**src/rtl/delay_len_sched_pkg.sv**
```systemverilog
// Shared encodings and default settings for the variable-delay length scheduler.
package delay_len_sched_pkg;

  typedef enum logic [1:0] {
    ST_IDLE     = 2'd0,
    ST_WAIT_BND = 2'd1,
    ST_DONE     = 2'd2
  } state_t;

  localparam int DEF_SR_TARGET      = 0;
  localparam int DEF_SR_STEP        = 1;
  localparam int DEF_SR_MAXSPP      = 2;
  localparam int DEF_DEFAULT_MAXSPP = 256;

endpackage

```
**src/rtl/delay_len_sched_regs.sv**
```systemverilog
// Settings-bus decoder holding target, max-step and max_spp; writes visible next cycle.
// Clear zeroes only the target; reset and clear both win over a same-cycle write.
module delay_len_sched_regs
  import delay_len_sched_pkg::*;
#(
  parameter int MAX_LEN_LOG2   = 10,
  parameter int SR_AWIDTH      = 8,
  parameter int SR_DWIDTH      = 32,
  parameter int SR_TARGET      = DEF_SR_TARGET,
  parameter int SR_STEP        = DEF_SR_STEP,
  parameter int SR_MAXSPP      = DEF_SR_MAXSPP,
  parameter int DEFAULT_MAXSPP = DEF_DEFAULT_MAXSPP
) (
  input  logic                    clk,
  input  logic                    reset,
  input  logic                    clear,
  input  logic                    set_stb,
  input  logic [SR_AWIDTH-1:0]    set_addr,
  input  logic [SR_DWIDTH-1:0]    set_data,
  output logic [MAX_LEN_LOG2-1:0] target,
  output logic [MAX_LEN_LOG2-1:0] step,
  output logic [MAX_LEN_LOG2-1:0] max_spp
);

  logic [MAX_LEN_LOG2-1:0] target_q, target_d;
  logic [MAX_LEN_LOG2-1:0] step_q, step_d;
  logic [MAX_LEN_LOG2-1:0] max_spp_q, max_spp_d;
  logic [MAX_LEN_LOG2-1:0] wr_val;
  logic                    unused_data_hi;

  assign wr_val         = set_data[MAX_LEN_LOG2-1:0];
  assign unused_data_hi = ^set_data[SR_DWIDTH-1:MAX_LEN_LOG2];

  always_comb begin
    target_d  = target_q;
    step_d    = step_q;
    max_spp_d = max_spp_q;
    if (set_stb) begin
      if (set_addr == SR_AWIDTH'(SR_TARGET)) target_d  = wr_val;
      if (set_addr == SR_AWIDTH'(SR_STEP))   step_d    = wr_val;
      if (set_addr == SR_AWIDTH'(SR_MAXSPP)) max_spp_d = wr_val;
    end
    if (clear) target_d = '0;
  end

  always_ff @(posedge clk) begin
    if (reset) begin
      target_q  <= '0;
      step_q    <= '0;
      max_spp_q <= MAX_LEN_LOG2'(DEFAULT_MAXSPP);
    end else begin
      target_q  <= target_d;
      step_q    <= step_d;
      max_spp_q <= max_spp_d;
    end
  end

  assign target  = target_q;
  assign step    = step_q;
  assign max_spp = max_spp_q;

endmodule

```
**src/rtl/delay_len_sched.sv**
```systemverilog
// Slews the delay-line length toward a software target, one bounded step per output
// packet boundary; target write to busy is two cycles, len moves only on a tlast beat.
module delay_len_sched
  import delay_len_sched_pkg::*;
#(
  parameter int MAX_LEN_LOG2   = 10,
  parameter int SR_AWIDTH      = 8,
  parameter int SR_DWIDTH      = 32,
  parameter int SR_TARGET      = DEF_SR_TARGET,
  parameter int SR_STEP        = DEF_SR_STEP,
  parameter int SR_MAXSPP      = DEF_SR_MAXSPP,
  parameter int DEFAULT_MAXSPP = DEF_DEFAULT_MAXSPP
) (
  input  logic                    clk,
  input  logic                    reset,
  input  logic                    clear,
  input  logic                    set_stb,
  input  logic [SR_AWIDTH-1:0]    set_addr,
  input  logic [SR_DWIDTH-1:0]    set_data,
  input  logic                    mon_tvalid,
  input  logic                    mon_tready,
  input  logic                    mon_tlast,
  output logic [MAX_LEN_LOG2-1:0] len,
  output logic [MAX_LEN_LOG2-1:0] max_spp,
  output logic                    busy,
  output logic                    done_stb
);

  logic [MAX_LEN_LOG2-1:0] target, step;
  logic [MAX_LEN_LOG2-1:0] len_q, len_d;
  logic [MAX_LEN_LOG2-1:0] delta, applied, next_len;
  logic                    going_up, bnd;
  state_t                  state_q, state_d;

  delay_len_sched_regs #(
    .MAX_LEN_LOG2  (MAX_LEN_LOG2),
    .SR_AWIDTH     (SR_AWIDTH),
    .SR_DWIDTH     (SR_DWIDTH),
    .SR_TARGET     (SR_TARGET),
    .SR_STEP       (SR_STEP),
    .SR_MAXSPP     (SR_MAXSPP),
    .DEFAULT_MAXSPP(DEFAULT_MAXSPP)
  ) u_regs (
    .clk     (clk),
    .reset   (reset),
    .clear   (clear),
    .set_stb (set_stb),
    .set_addr(set_addr),
    .set_data(set_data),
    .target  (target),
    .step    (step),
    .max_spp (max_spp)
  );

  assign bnd = mon_tvalid & mon_tready & mon_tlast;

  always_comb begin
    state_d  = state_q;
    len_d    = len_q;
    going_up = target > len_q;
    delta    = going_up ? (target - len_q) : (len_q - target);
    // Clamping the step to the remaining distance keeps len from overshooting or wrapping.
    applied  = ((step == '0) || (step >= delta)) ? delta : step;
    next_len = going_up ? (len_q + applied) : (len_q - applied);

    case (state_q)
      ST_IDLE: begin
        if (len_q != target) state_d = ST_WAIT_BND;
      end
      ST_WAIT_BND: begin
        if (len_q == target) begin
          state_d = ST_DONE;
        end else if (bnd) begin
          len_d = next_len;
          if (next_len == target) state_d = ST_DONE;
        end
      end
      ST_DONE: state_d = ST_IDLE;
      default: state_d = ST_IDLE;
    endcase

    if (clear) begin
      len_d   = '0;
      state_d = ST_IDLE;
    end
  end

  always_ff @(posedge clk) begin
    if (reset) begin
      len_q   <= '0;
      state_q <= ST_IDLE;
    end else begin
      len_q   <= len_d;
      state_q <= state_d;
    end
  end

  assign len      = len_q;
  assign busy     = (state_q == ST_WAIT_BND);
  assign done_stb = (state_q == ST_DONE);

endmodule

```
**config.mk**
```make
export PLATFORM = sky130hd
export DESIGN_NAME = delay_len_sched
export DESIGN_NICKNAME = d
export VERILOG_FILES = /design/src/rtl/delay_len_sched_pkg.sv /design/src/rtl/delay_len_sched_regs.sv /design/src/rtl/delay_len_sched.sv
export SDC_FILE = /design/constraint.sdc
export NUM_CORES = 1
export LEC_CHECK = 0
export ABC_AREA = 1
export CAP_MARGIN = 20
export CORE_MARGIN = 5
export CORE_UTILIZATION = 58
export DETAILED_ROUTE_END_ITERATION = 8
export GPL_ROUTABILITY_DRIVEN = 0
export GPL_TIMING_DRIVEN = 0
export PLACE_DENSITY = 0.87
export SYNTH_ARGS = -nofsm -noshare
export SYNTH_HDL_FRONTEND = slang
export SYNTH_SLANG_ARGS = --single-unit
```
**constraint.sdc**
```tcl
create_clock -name clk -period 8.6 [get_ports clk]
set_clock_uncertainty 0.1 [all_clocks]
set_input_delay 0.86 -clock clk [delete_from_list [all_inputs] [get_ports clk]]
set_output_delay 0.86 -clock clk [all_outputs]
set_load 0.01 [all_outputs]
```
Word-level counts from Yosys, hierarchy flattened
Cells that the tools add are included.
Word-level totals
  output and inout port bits: 22
  register bits: 42
Cells by class
  $lt $le $gt $ge: 2
  reduce and logical (&&, ||, !) cells: 10
  bitwise gates (word level): 3
  equal/unequal tests: 10
  mux-type cells: 8
  add/subtract/negate cells: 4
Operators with widths (number)
  2-to-1 mux 10 bit: 3
  subtractor 10 bit: 3
  == test 10 bit: 2
  adder 10 bit: 1
  greater-or-equal comparator 10 bit: 1
  > comparator 10 bit: 1
  logical NOT 10 bit: 1
  != test 10 bit: 1
  == test 8 x 1 -> 1 bit (second input constant): 1
  == test 8 x 2 -> 1 bit (second input constant): 1
  logical NOT 8 bit: 1
  2-to-1 mux 2 bit: 4
  != test 3 x 1 -> 1 bit (second input constant): 2
  AND reduction 2 bit: 3
  AND reduction 3 bit: 2
  one-hot mux 2 bit (2 select lines): 1
  AND 1 bit: 2
  == test 2 x 1 -> 1 bit (second input constant): 1
  == test 2 bit (second input constant): 1
  logical NOT 2 bit: 1
  != test 2 bit (second input constant): 1
  OR reduction 2 bit: 1
  logical OR 1 bit: 1
  inverter 1 bit: 1

Longest topological paths before layout
Gate-level depths: netlist of the first run.
  depth in word-level cells: 12
  depth in mapped cells: 52
  mapped depth without buffers: 50

Hierarchy
Synthesis of the first run repeated with hierarchy kept, for this count alone.
Second synthesis, totals
  cell total of the unflattened synthesis: 591
  area, all modules: 3951.3 um^2
By module, submodules not included
  delay_len_sched: area each 2672.6 um^2, seq. area each 240.2 um^2, cells an instance 402, instances 1
  delay_len_sched_regs: area each 1278.7 um^2, seq. area each 600.6 um^2, cells an instance 189, instances 1

Worst setup path before layout of the first run
No wires, ideal clock.
  kind: reg2reg
  start: register len_q[1] (netlist: len[1])
  end: register state_q[0]
  path buffers: 1
  arrival time: 5.732 ns
  required time: 8.389 ns
  setup slack: 2.657 ns
  cell stages (with the launch flop): 36
  clock period less this slack: 5.943 ns
  cell sequence: dfxtp_1 inv_1 ha_1 nand2_4 nor3_2 nand3_2 nand2_2 buf_6 inv_4 a21boi_0 inv_1 ha_1 a21oi_1 o21ai_0 a41oi_1 nand2_4 o21ai_1 inv_1 ha_1 or2_2 o21ai_0 inv_1 fa_1 o21ai_0 a21oi_1 o21bai_1 xor2_1 xor2_1 nor3_1 nand3_1 nor2_1 nand3_1 nand2_1 nand3_1 nand2_1 nor2_2
Between the ends
  cells in the longest elaborated chain, start to end: 10
RTL lines
  start: declaration: RTL line delay_len_sched.sv:30  | logic [MAX_LEN_LOG2-1:0] len_q, len_d;
  start signal: assignment: RTL line delay_len_sched.sv:93  | len_q <= len_d;
  subtractor 10 bit or > comparator 10 bit (tied branches): RTL line delay_len_sched.sv:61, delay_len_sched.sv:60
  2-to-1 mux 10 bit: RTL line delay_len_sched.sv:61  | delta = going_up ? (target - len_q) : (len_q - target);
  greater-or-equal comparator 10 bit: RTL line delay_len_sched.sv:63  | applied = ((step == '0) || (step >= delta)) ? delta : step;
  logical OR 1 bit: RTL line delay_len_sched.sv:63
  2-to-1 mux 10 bit: RTL line delay_len_sched.sv:63
  subtractor 10 bit or adder 10 bit (tied branches): RTL line delay_len_sched.sv:64  | next_len = going_up ? (len_q + applied) : (len_q - applied);
  2-to-1 mux 10 bit: RTL line delay_len_sched.sv:64
  == test 10 bit: RTL line delay_len_sched.sv:75  | if (next_len == target) state_d = ST_DONE;
  != test 3 x 1 -> 1 bit (no line)
  AND reduction 3 bit (no line)
  end signal: assignment: RTL line delay_len_sched.sv:94  | state_q <= state_d;
  end: declaration: RTL line delay_len_sched.sv:33  | state_t state_q, state_d;
Several ways; a longest one is shown, not always the timed one.
A chain may end at the register's enable or synchronous reset.

Final worst setup path of the first run
Same ends and word-level chain as after synthesis.

==> run summary, run 1 <==
The flow ran to the end, and the final reports show no timing, DRC or antenna violations. After clock tree synthesis, the flow added hold-fix buffers numbering 0. The critical-path maximum fanout came out at 10. The largest family of logic cells by synthesized area is simple AND/OR/NAND/NOR gates. The number of vias per cell is 5.51. In this run the tightest slew margin relative to its limit is about half. In the layout the commonest cells are sky130_fd_sc_hd__nand2_1 (88), sky130_fd_sc_hd__inv_1 (79), sky130_fd_sc_hd__a21oi_1 (57). The most common cell after layout, fill and taps aside is sky130_fd_sc_hd__nand2_1. The HPWL after detailed placement came out at 7830 um.

Global routing used about a quarter of the available tracks across all layers. In this run the horizontal extent of the chip is approximately 90 um. In the synthesized netlist, mux cells make up less than 1% of the area.

The synthesis-to-layout area growth is 18.0%. In this run, CTS created clock tree buffers numbering 5. The initial antenna violation count was 0. For the pin with the worst max-slew slack, the measured transition is around 0.75 ns. TritonCTS built the clock tree.

The starting density of the core is 59.1%. The number of global-route vias before repair came out at roughly 3700. Summing all non-filler instances in the final layout gives an area of roughly 4400 um^2. The sequential element share of the synthesized area is roughly 23%. The detailed router finished its first iteration with between 300 and 400 violations.

Gates resized during post-CTS repair numbered 0. The setup fix buffers added after clock tree synthesis came out at 0. Setup repair after global routing left no endpoint under its margin.

The first-pass GRT wire length came out at between 15000 and 20000 um. The endpoint required time on the critical path is between 8 and 9 ns. The fraction of final layout cells sized beyond drive strength 1 came out at a little under 9%. The type of the setup path with the least slack is flop to flop. Setup total negative slack on the finished layout was measured at 0 ns. STA classifies the critical path startpoint as a flop. The final antenna-violating net count came out at 0. The xor/xnor share of the synthesized area came out at approximately 7.6%. The H-tree depth is 2.

The remaining design rule violation count is 0. The worst setup path is captured at a flop. The post-route clock period utilization came out at between 80% and 90%. The die span in y came out at around 90 um. The static leakage came out at 2.09 nW. The count of final setup violators came out at 0. The die footprint is 8090 um^2.

In the post-synthesis netlist, the biggest area contributors are sky130_fd_sc_hd__dfxtp_1 (23%), sky130_fd_sc_hd__ha_1 (13%), sky130_fd_sc_hd__nand2_1 (8.9%). For this block, the via count after detailed routing is approximately 3700. The fraction of the mapped netlist area in simple logic gates is between 20% and 30%. Timing would allow up to roughly 0.14 GHz. The detailed-routing iteration count for the pre-antenna-repair pass is 5.

The register bit count reported by yosys came out at 42. The smallest clock period supported by the final layout is computed as between 7 and 8 ns. After detailed placement, the design holds a cell count of 667.

The synthesized instance count came out at 544. The total of max-cap violations is 0. The number of nets at the end of the flow is just under 700.

The repair_antennas step left the layout with diodes totalling 0. The clock-pin slew of the registers on the worst-case setup and hold paths is 0.08 ns. The cell type with the largest total area after synthesis is sky130_fd_sc_hd__dfxtp_1. The mean area per synthesized cell is 6.81 um^2. In this run, synthesis inferred 0 flip-flops with an integrated enable. Input and output buffers added on the ports amount to 46. The netlist uses 43 different library cells. The total of warnings raised by yosys came out at 0. The hold violation total from the final report came out at 0. The clock latency on the worst-skew pair came out at roughly 0.30 ns. The max-slew violation count is 0.

For this design, the slowest cell found on the critical path is sky130_fd_sc_hd__a41oi_1. The boundary pin count is 69. The worst-case IR drop observed on VDD is ~0.11 mV. The largest net degree at the start of global routing is 14. The maximum single-stage delay on the critical path is 0.60 ns. Clock tree synthesis found a total of 42 sinks.

The total nets after synthesis is around 630. The number of standard cells in the final layout excluding fillers came out at 675. The area of the placeable core came out at roughly 6300 um^2. The area fraction of the dominant cell type after synthesis came out at 22.7%. The synthesized-area fraction occupied by adder cells came out at roughly 14%. The initialized floorplan defines 29 standard-cell rows. The library cell appearing most often on the critical path is sky130_fd_sc_hd__inv_1. Clock tree synthesis selected as its root buffer the cell sky130_fd_sc_hd__clkbuf_8. The average detailed-routed wire length per instance came out at approximately 14 um. The maximum clock path buffer count is 2.

The total overflow reported by the global router came out at 0. The power per unit of standard cell area is about 94 nW/um^2. The class of the most critical hold timing path is flop to flop.

Of all flip-flops after synthesis, the portion carrying an async set or reset was 0%. The post-synthesis cell area is about 3700 um^2. Wires add up to 9760 um. In this run the cell area measured after placement is around 4300 um^2. Summing the areas of all compound-gate instances in the mapped netlist gives about a fifth of the synthesized area. In the synthesized netlist the dominant register cell turns out to be sky130_fd_sc_hd__dfxtp_1. The data arrival time at the worst-slack endpoint is 7.43 ns.
-- worst paths after layout --
kind                                                     start                              to  slack, ns  cells past startpoint
worst max-delay path                       len[1]$_SDFFE_PP0P_         state_q[0]$_SDFFE_PP0P_       1.27                     35
worst min-delay path            u_regs.max_spp[8]$_SDFFE_PP1P_  u_regs.max_spp[8]$_SDFFE_PP1P_       0.39                      2
worst max register to register             len[1]$_SDFFE_PP0P_         state_q[0]$_SDFFE_PP0P_       1.27                     35
worst min register to register  u_regs.max_spp[8]$_SDFFE_PP1P_  u_regs.max_spp[8]$_SDFFE_PP1P_       0.39                      2
-- layout make-up --
type                            instances  area, um^2
Timing Repair Buffer                   46         460
Sequential cell                        42         841
Clock inverter                          2        37.5
Fill cell                             532        1900
Clock buffer                            6        72.6
Tap cell                               77        96.3
Inverter                               83         314
Buffer                                 16        96.3
Multi-Input combinational cell        403        2460
-- critical path: cells and delay by family, from the launching register on --
family | cells | cell delay, ns
compound gates | 9 | 2.26
simple gates | 14 | 1.92
fa+ha+maj | 4 | 1.41
buf+inv | 6 | 0.70
flops | 1 | 0.46
xor+xnor | 2 | 0.36
-- registers in the layout, summed over array words and instances (netlist names) --
signal          flops
len                10
u_regs.max_spp     10
u_regs.step        10
u_regs.target      10
state_q             2
-- cell usage after synthesis, types with 3 or more instances --
cell type / instances
sky130_fd_sc_hd__a21oi_1: 57
sky130_fd_sc_hd__buf_2: 4
sky130_fd_sc_hd__clkbuf_1: 6
sky130_fd_sc_hd__dfxtp_1: 42
sky130_fd_sc_hd__fa_1: 3
sky130_fd_sc_hd__ha_1: 38
sky130_fd_sc_hd__inv_1: 79
sky130_fd_sc_hd__inv_2: 3
sky130_fd_sc_hd__nand2_1: 88
sky130_fd_sc_hd__nand2_2: 13
sky130_fd_sc_hd__nand2_4: 5
sky130_fd_sc_hd__nand3_1: 27
sky130_fd_sc_hd__nand3_2: 3
sky130_fd_sc_hd__nand4_1: 3
sky130_fd_sc_hd__nor2_1: 43
sky130_fd_sc_hd__nor2_2: 3
sky130_fd_sc_hd__nor3_1: 5
sky130_fd_sc_hd__nor4_1: 3
sky130_fd_sc_hd__o2111ai_1: 3
sky130_fd_sc_hd__o21ai_0: 51
sky130_fd_sc_hd__o21ai_1: 4
sky130_fd_sc_hd__or2_2: 3
sky130_fd_sc_hd__xnor2_1: 8
sky130_fd_sc_hd__xor2_1: 24
-- where the power goes --
group	internal [W]	switching, W
combinational	0.0000241	0.0000296
sequential	0.000195	0.000000231
clock	0.0000868	0.0000757
-- through the flow --
step / util, % / total power (W) / setup WS, ns / hold WS [ns]
floorplan: - / 0.000230 / 2.66 / 0.361
global placement: 67.9 / 0.000251 / 1.57 / 0.347
detailed placement: 67.9 / 0.000252 / 1.44 / 0.361
CTS: 69.7 / 0.000412 / 1.40 / 0.389
global route: 69.7 / 0.000427 / 0.613 / 0.410
finish: 69.7 / 0.000411 / 1.27 / 0.387
-- cells by family after synthesis --
logic type | after synthesis
compound gates | 129
simple gates | 200
xor+xnor | 32
mux | 1
flops | 42
fa+ha+maj | 41
buf+inv | 99
-- per-layer routing --
metal  vias up  wire length (um)  global-route usage, %
met5         -                 0                      0
met4         0               384                   9.93
met3        33               669                   4.67
met2       163              4570                   40.5
met1      1647              4130                   28.6
li1       1878                 -                      -
Power figures use the tool's default switching activity.
==> run 2: changes to the inputs <==
--- a/config.mk
+++ b/config.mk
@@ -6,13 +6,14 @@
 export NUM_CORES = 1
 export LEC_CHECK = 0
 export ABC_AREA = 1
+export ABC_CLOCK_PERIOD_IN_PS = 8600
 export CAP_MARGIN = 20
 export CORE_MARGIN = 5
 export CORE_UTILIZATION = 58
 export DETAILED_ROUTE_END_ITERATION = 8
 export GPL_ROUTABILITY_DRIVEN = 0
 export GPL_TIMING_DRIVEN = 0
-export PLACE_DENSITY = 0.87
+export PLACE_DENSITY_LB_ADDON = 0.15
 export SYNTH_ARGS = -nofsm -noshare
 export SYNTH_HDL_FRONTEND = slang
 export SYNTH_SLANG_ARGS = --single-unit
==> constraint.sdc (replaced) <==
create_clock -name clk -period 8.6 [get_ports clk]
set_clock_uncertainty 0.1 [all_clocks]
set_input_delay 1.72 -clock clk [delete_from_list [all_inputs] [get_ports clk]]
set_output_delay 1.72 -clock clk [all_outputs]
set_load 0.01 [all_outputs]
==> run 2 against run 1 <==
Effect of this change:
- worst setup slack improved by 0.0094 ns
- total power decreased by 5.7%
- sequential share of layout area increased by 0.066 points
- register-to-register slack about the same
==> run summary, run 2 (synthesis gave the netlist of run 1 again) <==
The critical path is of the flop to flop type. The boundary pin count is 69. The detailed-routing iteration count for the pre-antenna-repair pass came out at 5.

The clock-pin slew of the registers on the worst-case setup and hold paths came out at 0.09 ns. The average detailed-routed wire length per instance is 14.4 um. The static leakage came out at 2.09 nW.

The chip width is 90.0 um. Headroom to the max-slew limit came out at 50.1%. The HPWL after detailed placement is about 7900 um. The final-layout setup total negative slack is 0 ns. Once placement completed, the tool counted placed cells totaling roughly 670.

The worst-margin pin slew is 0.738 ns. The cell with the largest stage delay on the worst path is sky130_fd_sc_hd__a41oi_1. The number of CTS-inserted buffers came out at 5. At the worst endpoint, the required time is a little under 9 ns. No sink is reached through more buffers than the 2 on the longest clock path. The post-route clock period utilization came out at 85.1%. In the final layout, flip-flops and latches occupy about 840 um^2. The maximum single-stage delay on the critical path is 0.59 ns. The post-placement cell area came out at 4260 um^2.

The endpoint type of the worst setup path is a flop. The antenna diode count came out at 0. The setup fix buffers added after clock tree synthesis came out at 0.

The element type at the critical path start is a flop. During placement, the flow inserted port buffers numbering 46. Summing over every cut layer, the via total after detailed routing is around 3700. The fraction of final layout cells sized beyond drive strength 1 is 8.86%. The flow ran to the end, and the final reports show no timing, DRC or antenna violations.

The tree is rooted in a sky130_fd_sc_hd__clkbuf_8. The total overflow left after global routing is 0. The worst-case IR drop observed on VDD is between 0.09 and 0.1 mV.

Once detail routing completed, the nets flagged for antenna violations numbered 0. The terminus of the critical flop-to-flop path is state_q[0]$_SDFFE_PP0P_. Dividing the detail-routed via count by the number of cells gives 5.43.

The top cell types in the final layout, fill and taps aside, are sky130_fd_sc_hd__nand2_1 (88), sky130_fd_sc_hd__inv_1 (79), sky130_fd_sc_hd__a21oi_1 (57). Static timing analysis puts the maximum clock frequency at about 0.14 GHz. The H-tree depth came out at 2. Counting cells, the worst reg-to-reg path comes to 35. The core region is around 6300 um^2. For this run, the total global-route usage over all layers was measured as about a quarter. The data arrival time at the worst-slack endpoint is between 7 and 8 ns. In this run the worst setup path terminates at state_q[0]$_SDFFE_PP0P_. The DRC violation total after the first TritonRoute iteration is ~190.

The remaining design rule violation count is 0. The clock latency on the worst-skew pair is approximately 0.3 ns. The first-pass GRT wire length is around 16000 um.

The library cell used most frequently in the layout, excluding fill and tap cells, is sky130_fd_sc_hd__nand2_1. The largest net degree at the start of global routing came out at 14. After clock tree synthesis, the repair step resized 0 gates. Leaving out filler cells and counting taps, the final layout contains 675. The count of final setup violators came out at 0. Summed over all layers, the routed wires come to about 9700 um. The total of max-cap violations is 0. The clock sink count is 42. Setup repair after global routing left no endpoint under its margin.

The initial antenna violation count was 0. The critical path startpoint is len[1]$_SDFFE_PP0P_. Among the stages of the critical path, the cell type that occurs most often is sky130_fd_sc_hd__inv_1. The power per unit of standard cell area is 88.9 nW/um^2. The number of buffers added to fix hold violations after cts is 0.

TritonCTS built the clock tree. The multi-input logic area came out at ~2500 um^2. In this run the critical register-to-register path is launched from len[1]$_SDFFE_PP0P_. The die footprint is roughly 8100 um^2. The final critical delay including setup and external delays came out at ~7.3 ns. The number of global-route vias before repair came out at around 3700. The path class of the tightest hold or removal check is flop to flop. The utilization after layout is 69.4%.

The starting density of the core came out at between 50 and 60%. The finished cells cover between 4000 and 5000 um^2. The hold violation total from the final report is 0. The initialized floorplan defines 29 standard-cell rows. For flop-to-flop paths, the worst setup slack is 1.28 ns. The number of fillers in the final layout came out at around 570.

The number of nets at the end of the flow is 685. The final-layout worst hold slack is around 0.38 ns. In this run the most critical hold path is launched from u_regs.max_spp[8]$_SDFFE_PP1P_.

The max-slew violation count is 0. The die span in y is 90.0 um. The critical-path maximum fanout is 10.

Compared with the post-synthesis result, the final layout area differs by 17.6%.
==> run 2: cell types whose count changed in the layout (fill, tap and decap cells not counted) <==
| cell | before | now |
|---|---|---|
| sky130_fd_sc_hd__clkinv_2 | 0 | 1 |
| sky130_fd_sc_hd__clkbuf_8 | 5 | 6 |
| sky130_fd_sc_hd__clkbuf_1 | 7 | 6 |
| sky130_fd_sc_hd__bufinv_16 | 1 | 0 |
==> run 2: per-stage QoR <==
stage | total power [W] | setup WS [ns]
3_3_place_gp | 0.000251 | 1.55
4_1_cts | 0.000389 | 1.34
5_1_grt | 0.000404 | 0.755
6_report | 0.000387 | 1.28
3_5_place_dp | 0.000252 | 1.40
2_1_floorplan | 0.000230 | 2.66
==> run 2: routing by layer <==
layer	GRT usage [%]	part of all wire, %
met1	27.3	42
met2	44.0	49
met3	4.01	6.0
met4	9.18	3.3
met5	0	0
==> run 2: worst max-delay path, delay by kind of cell, from the launching register on <==
kind                       cells  cell delay, ns
DFF                            1            0.46
xor gates and xnor gates       2            0.35
and+or+nand+nor               14            1.93
buffers and inverters          6            0.68
AOI/OAI and AO/OA              9            2.28
adders and majority gates      4            1.41
==> run 2: final cells by class <==
| class | count | share of cell area [%] |
|---|---|---|
| Buffer | 16 | 2.21 |
| Clock buffer | 6 | 1.89 |
| Clock inverter | 2 | 0.287 |
| Inverter | 83 | 7.20 |
| Multi-Input combinational cell | 403 | 56.3 |
| Sequential cell | 42 | 19.3 |
| Tap cell | 77 | 2.21 |
| Timing Repair Buffer | 46 | 10.6 |
==> run 2: worst min path at each step <==
stage	end	slack, ns	depth (start not counted)
after CTS	u_regs.max_spp[8]$_SDFFE_PP1P_	0.38	2
after detailed placement	u_regs.max_spp[8]$_SDFFE_PP1P_	0.35	2
after floorplan	u_regs.target[9]$_SDFFE_PP0P_	0.36	2
final	u_regs.max_spp[8]$_SDFFE_PP1P_	0.38	2
after global routing	u_regs.max_spp[8]$_SDFFE_PP1P_	0.40	2
after global placement	u_regs.max_spp[8]$_SDFFE_PP1P_	0.34	2
==> run 2: where the power goes <==
part / leakage, nW / switching, W / total [W] / internal [W]
clock: 0.0472 / 0.0000740 / 0.000139 / 0.0000646
sequential: 0.338 / 0.000000222 / 0.000195 / 0.000195
combinational: 1.70 / 0.0000298 / 0.0000540 / 0.0000241
total: 2.09 / 0.000104 / 0.000387 / 0.000283
